$ cat config.mk
export PLATFORM = sky130hd
export DESIGN_NAME = decode_issue
export DESIGN_NICKNAME = d
export VERILOG_FILES = /design/src/rtl/decode_issue.sv
export SDC_FILE = /design/constraint.sdc
export NUM_CORES = 1
export LEC_CHECK = 0
export ABC_AREA = 0
export BUFFER_PORTS_ARGS = -buffer_cell sky130_fd_sc_hd__clkbuf_2
export CAP_MARGIN = 20
export CORE_MARGIN = 2
export CORE_UTILIZATION = 47
export CTS_CLUSTER_SIZE = 24
export DETAILED_ROUTE_END_ITERATION = 6
export GPL_TIMING_DRIVEN = 1
export PLACE_DENSITY = 0.86
export SLEW_MARGIN = 20
export SYNTH_ARGS = -nofsm -noshare
export SYNTH_HDL_FRONTEND = slang
export SYNTH_SLANG_ARGS = --single-unit
$ cat constraint.sdc
create_clock -name clk -period 1.97 [get_ports clk]
set_input_delay 0.591 -clock clk [delete_from_list [all_inputs] [get_ports clk]]
set_output_delay 0.591 -clock clk [all_outputs]
set_load 0.05 [all_outputs]
$ cat src/rtl/decode_issue.sv
// RV32I ALU decode stage feeding a 2-entry skid buffer.
// The incoming bundle is decoded combinationally and queued; in_ready comes from registered state only.
module decode_issue (
   input  logic        clk,
   input  logic        rst,
   input  logic        flush,
   input  logic        in_valid,
   output logic        in_ready,
   input  logic [31:0] in_instr,
   input  logic [31:0] in_pc,
   input  logic [31:0] in_rs1_data,
   input  logic [31:0] in_rs2_data,
   output logic        out_valid,
   input  logic        out_ready,
   output logic [31:0] out_A,
   output logic [31:0] out_B,
   output logic [3:0]  out_alu_op,
   output logic [4:0]  out_rd,
   output logic        out_reg_wr,
   output logic        out_illegal,
   output logic [1:0]  fsm_state
);

   // Handshake: a transfer happens on any rising edge where valid && ready;
   // the producer holds valid and data until that edge, and ready never waits on valid.
   typedef enum logic [1:0] {EMPTY = 2'd0, ONE = 2'd1, TWO = 2'd2} state_t;

   localparam logic [3:0] OP_NOP  = 4'd0,  OP_ADD  = 4'd1,  OP_SUB = 4'd2,
                          OP_XOR  = 4'd3,  OP_OR   = 4'd4,  OP_AND = 4'd5,
                          OP_SLT  = 4'd6,  OP_SLTU = 4'd7,  OP_SRL = 4'd8,
                          OP_SRA  = 4'd9,  OP_SLL  = 4'd10, OP_PASS_B = 4'd11;

   state_t      cur, nxt;
   logic        in_fire, out_fire;
   logic [74:0] dec, head, tail;

   logic [6:0]  opcode, f7;
   logic [2:0]  f3;
   logic [31:0] imm_i, imm_u, dec_a, dec_b;
   logic [3:0]  dec_op;
   logic        legal;

   assign opcode = in_instr[6:0];
   assign f3     = in_instr[14:12];
   assign f7     = in_instr[31:25];
   assign imm_i  = {{20{in_instr[31]}}, in_instr[31:20]};
   assign imm_u  = {in_instr[31:12], 12'b0};

   always_comb begin
      dec_op = OP_NOP;
      dec_a  = '0;
      dec_b  = '0;
      legal  = 1'b0;
      case (opcode)
         7'b0110011: begin
            legal = 1'b1;
            dec_a = in_rs1_data;
            dec_b = in_rs2_data;
            case (f3)
               3'b000: if (f7 == 7'b0000000) dec_op = OP_ADD;
                       else if (f7 == 7'b0100000) dec_op = OP_SUB;
                       else legal = 1'b0;
               3'b001: begin dec_op = OP_SLL; dec_b = {27'b0, in_rs2_data[4:0]}; end
               3'b010: dec_op = OP_SLT;
               3'b011: dec_op = OP_SLTU;
               3'b100: dec_op = OP_XOR;
               3'b101: begin
                  dec_b = {27'b0, in_rs2_data[4:0]};
                  if (f7 == 7'b0000000) dec_op = OP_SRL;
                  else if (f7 == 7'b0100000) dec_op = OP_SRA;
                  else legal = 1'b0;
               end
               3'b110: dec_op = OP_OR;
               3'b111: dec_op = OP_AND;
            endcase
         end
         7'b0010011: begin
            legal = 1'b1;
            dec_a = in_rs1_data;
            dec_b = imm_i;
            case (f3)
               3'b000: dec_op = OP_ADD;
               3'b001: begin
                  dec_b = {27'b0, in_instr[24:20]};
                  if (f7 == 7'b0000000) dec_op = OP_SLL;
                  else legal = 1'b0;
               end
               3'b010: dec_op = OP_SLT;
               3'b011: dec_op = OP_SLTU;
               3'b100: dec_op = OP_XOR;
               3'b101: begin
                  dec_b = {27'b0, in_instr[24:20]};
                  if (f7 == 7'b0000000) dec_op = OP_SRL;
                  else if (f7 == 7'b0100000) dec_op = OP_SRA;
                  else legal = 1'b0;
               end
               3'b110: dec_op = OP_OR;
               3'b111: dec_op = OP_AND;
            endcase
         end
         7'b0110111: begin legal = 1'b1; dec_op = OP_PASS_B; dec_b = imm_u; end
         7'b0010111: begin legal = 1'b1; dec_op = OP_ADD; dec_a = in_pc; dec_b = imm_u; end
         default: legal = 1'b0;
      endcase
      // Illegal bundles carry no operands so execute sees a clean NOP.
      if (!legal) begin
         dec_op = OP_NOP;
         dec_a  = '0;
         dec_b  = '0;
      end
   end

   assign dec = {dec_a, dec_b, dec_op, in_instr[11:7],
                 legal && (in_instr[11:7] != 5'd0), !legal};

   always_ff @(posedge clk or negedge rst) begin
      if (!rst) cur <= EMPTY;
      else      cur <= nxt;
   end

   always_comb begin
      nxt = cur;
      if (flush) nxt = EMPTY;
      else begin
         case (cur)
            EMPTY:   if (in_fire) nxt = ONE;
            ONE:     if (in_fire && !out_fire) nxt = TWO;
                     else if (!in_fire && out_fire) nxt = EMPTY;
            TWO:     if (out_fire) nxt = ONE;
            default: nxt = EMPTY;
         endcase
      end
   end

   always_comb begin
      in_ready  = (cur != TWO);
      out_valid = (cur != EMPTY);
      in_fire   = in_valid && in_ready;
      out_fire  = out_valid && out_ready;
   end

   always_ff @(posedge clk or negedge rst) begin
      if (!rst) begin
         head <= '0;
         tail <= '0;
      end else if (!flush) begin
         case (cur)
            EMPTY: if (in_fire) head <= dec;
            ONE:   if (in_fire && out_fire) head <= dec;
                   else if (in_fire) tail <= dec;
            TWO:   if (out_fire) head <= tail;
            default: ;
         endcase
      end
   end

   assign {out_A, out_B, out_alu_op, out_rd, out_reg_wr, out_illegal} = head;
   assign fsm_state = cur;

endmodule

; ---- Word level (Yosys, flattened, before mapping)
; Index checks and enable logic that the tools add are counted.
[word_totals]
out_inout_bits = 79
in_bits = 133
regBits = 152
[classes]
n_reduce_logical = 22
mux = 31
bitwise = 2
n_eq_ne = 21
[ops]
columns = operator, count
row1 = two-way mux 75 bit, 3
row2 = one-hot mux 75 bit (3 select lines), 1
row3 = two-way mux 32 bit, 4
row4 = one-hot mux 32 bit (3 select lines), 1
row5 = one-hot mux 32 bit (2 select lines), 1
row6 = one-hot mux 4 bit (8 select lines), 2
row7 = == test 7 x 6 -> 1 bit (second input constant), 3
row8 = two-way mux 4 bit, 4
row9 = one-hot mux 4 bit (4 select lines), 1
row10 = == test 7 x 5 -> 1 bit (second input constant), 2
row11 = two-way mux 2 bit, 7
row12 = == test 3 bit (second input constant), 4
row13 = inequality test 2 bit (second input constant), 4
row14 = OR reduction 2 bit, 4
row15 = zero test 7 bit, 1
row16 = == test 3 x 2 -> 1 bit (second input constant), 2
row17 = logical AND 1 bit, 6
row18 = inequality test 3 bit (second input constant), 2
row19 = one-hot mux 2 bit (3 select lines), 1
row20 = AND reduction 5 bit, 1
row21 = nonzero test 5 bit, 1
row22 = two-way mux 1 bit, 4
row23 = inequality test 4 bit (second input constant), 1
row24 = AND reduction 4 bit, 1
row25 = 12 further kinds, 15

; ---- Longest topological paths before layout
[depth]
depth_word = 8
depth_mapped = 9
mapped_depth_nobuf = 5

; ---- Worst setup path after synthesis
; Ideal clock, no wire load.
[synth_path]
path_type = input to register
startpoint = input port in_instr[14]
endpoint = register head[24]
n_path_buf = 4
t_required_ns = 1.841
arrival_time_ns = 2.209
path_stages = 9
setup_ns = 0.129
setup_slack_ns = -0.368
path_cell_list = clkbuf_1 -> or3b_2 -> a221oi_2 -> o31a_1 -> buf_2 -> or3_1 -> buf_6 -> buf_6 -> o22ai_2
[synth_via]
elab_chain_cells = 7
[synth_rtl]
columns = item, line
row1 = start: declaration, 9  ; input logic [31:0] in_instr,
row2 = == test 3 bit (tied with other cells), "59, 81"
row3 = OR reduction 2 bit (no source line), --
row4 = two-way mux 32 bit (tied with other cells), 81  ; case (f3)
row5 = one-hot mux 32 bit (3 select lines) or one-hot mux 1 bit (3 select lines) (tied branches), 54  ; case (opcode)
row6 = two-way mux 32 bit (*), 106  ; if (!legal) begin
row7 = "two-way mux 75 bit, on equally long branches", "149, 148"
row8 = one-hot mux 75 bit (3 select lines) (*), 147  ; case (cur)
row9 = end signal: assignment, 151  ; TWO: if (out_fire) head <= tail;
row10 = end: declaration, 35  ; logic [74:0] dec, head, tail;
; Every way passes the cells marked *; elsewhere a longest branch is shown, timed or not. The select of a mux whose other input is x is not followed.
; A chain may end at the register's enable or synchronous reset.

; ---- Worst setup path in the final report
[layout_path]
startpoint = input port in_instr[25]
endpoint = register head[40]
[layout_via]
elab_chain_cells = 8
[layout_rtl]
columns = item, line
row1 = == test 7 x 6 -> 1 bit, "61, 70, 94"
row2 = two-way mux 1 bit, "61, 70, 94"
row3 = two-way mux 1 bit, 69  ; if (f7 == 7'b0000000) dec_op = OP_SRL;
row4 = one-hot mux 1 bit (2 select lines) or two-way mux 1 bit (tied branches), --
row5 = one-hot mux 1 bit (3 select lines) (*), 54
row6 = two-way mux 32 bit (*), 106
row7 = "two-way mux 75 bit, on equally long branches", "149, 148"
row8 = one-hot mux 75 bit (3 select lines) (*), 147
; Marked as above.

==> flow_summary.ini <==
[critical_path]
r2r_end = head[40]
critPathRequiredTime_ns = 2.32
start_kind = input pin
endpoint_kind = flip-flop
crit_fanout = 16
cp.arrival_ns = 2.35
r2r_start = fsm_state[1]
startpoint = in_instr[25]
cp-endpoint = head[40]
ff2ff_setup_slack_ns = 0.11
r2r.worst_path.cells = 6
crit_type = input pin to flip-flop

[timing]
min_period_over_period = 1.02
relSlewSlack = 0.705
min_period_ns = 2.00
hold_viol_final = 0
setup_viol = 26
maxClockFrequency_ghz = 0.499
finalMaxSlewViolations = 0
setup_ws_ns = -0.0344
skew_ns = 0.0103
rsz0062_at_grt = true
worst_slew_pin_slew_ns = 0.431

[grt]
grt_pass1_vias = 6633
antenna_found_initial = 0
track_usage = 0.267
grt_pass1_wl_mm = 34.7
grt_max_degree = 58
gr-total-overflow = 0

[yosys]
yosysTopAreaCell = dfrtp_1
synth.cell_area_sq_um = 7400
netlist_instances = 763
synthArstFlopShare = 1.00
seq_area_frac_synth = 0.514
synthTopCellsByArea = dfrtp_1 (51%), o31ai_1 (6.8%), a21oi_1 (5.7%)
ys.flop_type = dfrtp_1
yosysWarnings = 0
synthDistinctLibCells = 48
synth.avg_cell_area_sq_um = 9.70
synth_seq_cells = 152
synth_top_cell_area_share = 0.514
synth_edf_count = 0
synth_nets = 896

[pwr]
p_seq_frac = 0.377
switching_share = 0.319
p_switching_uw = 3030
p_per_area_nw_per_um2 = 936
power.internal_uw = 6470
irDropWorstVdd_mv = 0.686
p_leak_uw = 0.00463
clkPwrFrac = 0.386
power_uw = 9500
power_frac_comb = 0.236

[worst_hold_path]
holdCritPathClass = input pin to async pin

[clock_tree]
cts_tree = built
path_clk_slew_ns = 0.06
clock_latency_ns = 0.43
cts.path.max_buffers = 2
clkSinkCount = 152
htreeDepth = 4
cts-root-buf = clkbuf_16
cts_buffers = 17
cts-hold-fix-buffers = 0

[floorplanning]
placementRows = 45
fp.coreArea_sq_um = 15300
initial_utilization = 0.483
die_area_sq_um = 16800
die_y_um = 129
die_w_um = 129
ios = 212

[routing]
drt_iter0_markers = 586
dr.pass1.iters = 5
wl_per_cell_um = 18.3
num_vias = 7080
viasPerCell = 5.78
drtAntennaViolNets = 0
routed_wl_mm = 22.4
drc = 0

[placed_design]
hpwl_mm = 15.0
numPortBuffers = 211
dp_slack_ns = -0.649
gp_congestion = 0.885
place_area_sq_um = 9210

[final_layout]
final_util = 0.663
drive_above_1_share = 0.380
antenna_cells = 0
fin_nets = 1134
final_area_sq_um = 10200
area_growth_syn_to_layout_pct = 37.2

[run]
max_cap_violations = 0

[status]
violations = negative setup slack
status = finished, violations left
## flip-flops by register name, summed over array words and instances (netlist names)
| signal | flops |
|---|---|
| fsm_state | 2 |
| head | 75 |
| tail | 75 |
## power by group through the flow
stage          sequential, uW  clock [uW]  combinational, uW
3_5_place_dp             3630           0               2170
3_3_place_gp             3620           0               2130
4_1_cts                  3580        3700               2200
6_report                 3590        3670               2240
2_1_floorplan            4450           0                589
5_1_grt                  3620        3840               2370
## critical path: stages
cell and delay (ns):
buf_6 0.10, nor4_4 0.37, a221oi_2 0.11, o31a_2 0.35
or3_4 0.44, buf_12 0.20, o22ai_2 0.18
## layer usage
layer | global-route usage | up-vias | wire length (um)
li1 | - | 3286 | -
met1 | 0.347 | 3419 | 9210
met2 | 0.430 | 318 | 10800
met3 | 0.0578 | 57 | 1580
met4 | 0.121 | 0 | 736
met5 | 0 | - | 0
## area by class of cell
class                   count  area, sq um
fillers                  1194         5160
flip-flops and latches    152         3810
multi-input cells         534         3410
repair buffers            292         1990
clock buffers              19          433
well taps                 211          264
clock inverters            13          228
inverters                   4         20.0
## worst min-delay path by stage
stage,start,to,cells past startpoint
after floorplan,rst,fsm_state[0],0
after global placement,tail[18],tail[18],2
after detailed placement,tail[1],tail[1],2
after CTS,rst,head[14],1
after global routing,rst,head[12],1
final,rst,head[44],1
## metrics by stage
stage	hold slack [ns]	instances	setup TNS, ns
after global placement	0.451	1185	-53.20
final	0.0610	1225	-0.499
after detailed placement	0.460	1185	-55.65
after floorplan	0.295	763	-19.83
after CTS	0.0647	1220	-0.00378
after global routing	0.0822	1225	-1.53
## cells in the final DEF (no fill, tap or decap), types with 19 or more instances in the layout
cell,instances
a21oi_1,84
o31ai_1,67
o22ai_2,31
nand2_1,95
buf_4,59
a22oi_1,33
clkbuf_16,19
clkbuf_2,206
nor2_1,76
o22ai_1,26
dfrtp_1,150
## kinds of logic (layout without fill, tap and decap cells)
| family | after synthesis | in the layout | share of synthesized area |
|---|---|---|---|
| AND/OR/NAND/NOR | 209 | 209 | 0.122 |
| AO/OA/AOI/OAI | 300 | 300 | 0.283 |
| multiplexers | 25 | 25 | 0.0357 |
| flip-flops | 152 | 152 | 0.514 |
| buffers and inverters | 77 | 328 | 0.0453 |
## cell usage after synthesis (2+ instances only)
library cell / n
a31oi_1: 8
nor3_1: 2
o31ai_1: 67
or3b_2: 3
o31a_1: 2
mux2i_1: 14
nand3_1: 4
dfrtp_1: 152
nand2b_1: 2
a22oi_1: 33
o311ai_0: 2
a211oi_1: 2
mux2_2: 11
buf_6: 6
a21o_1: 2
or3_1: 3
nor2_1: 77
o22ai_2: 20
and2_1: 8
nand2_1: 95
o21ai_0: 12
nor2b_1: 6
o22ai_1: 40
clkbuf_1: 65
a21oi_1: 85
a2bb2oi_1: 18
inv_1: 3
## what timing repair did
item / CTS / global route
pin swaps: 2 / 13
setup endpoints to repair: 51 / 105
gates cloned: 1 / 2
setup buffers: 2 / 3
resized for setup: 12 / 25
No activity file was read; power rests on OpenSTA's default activity.
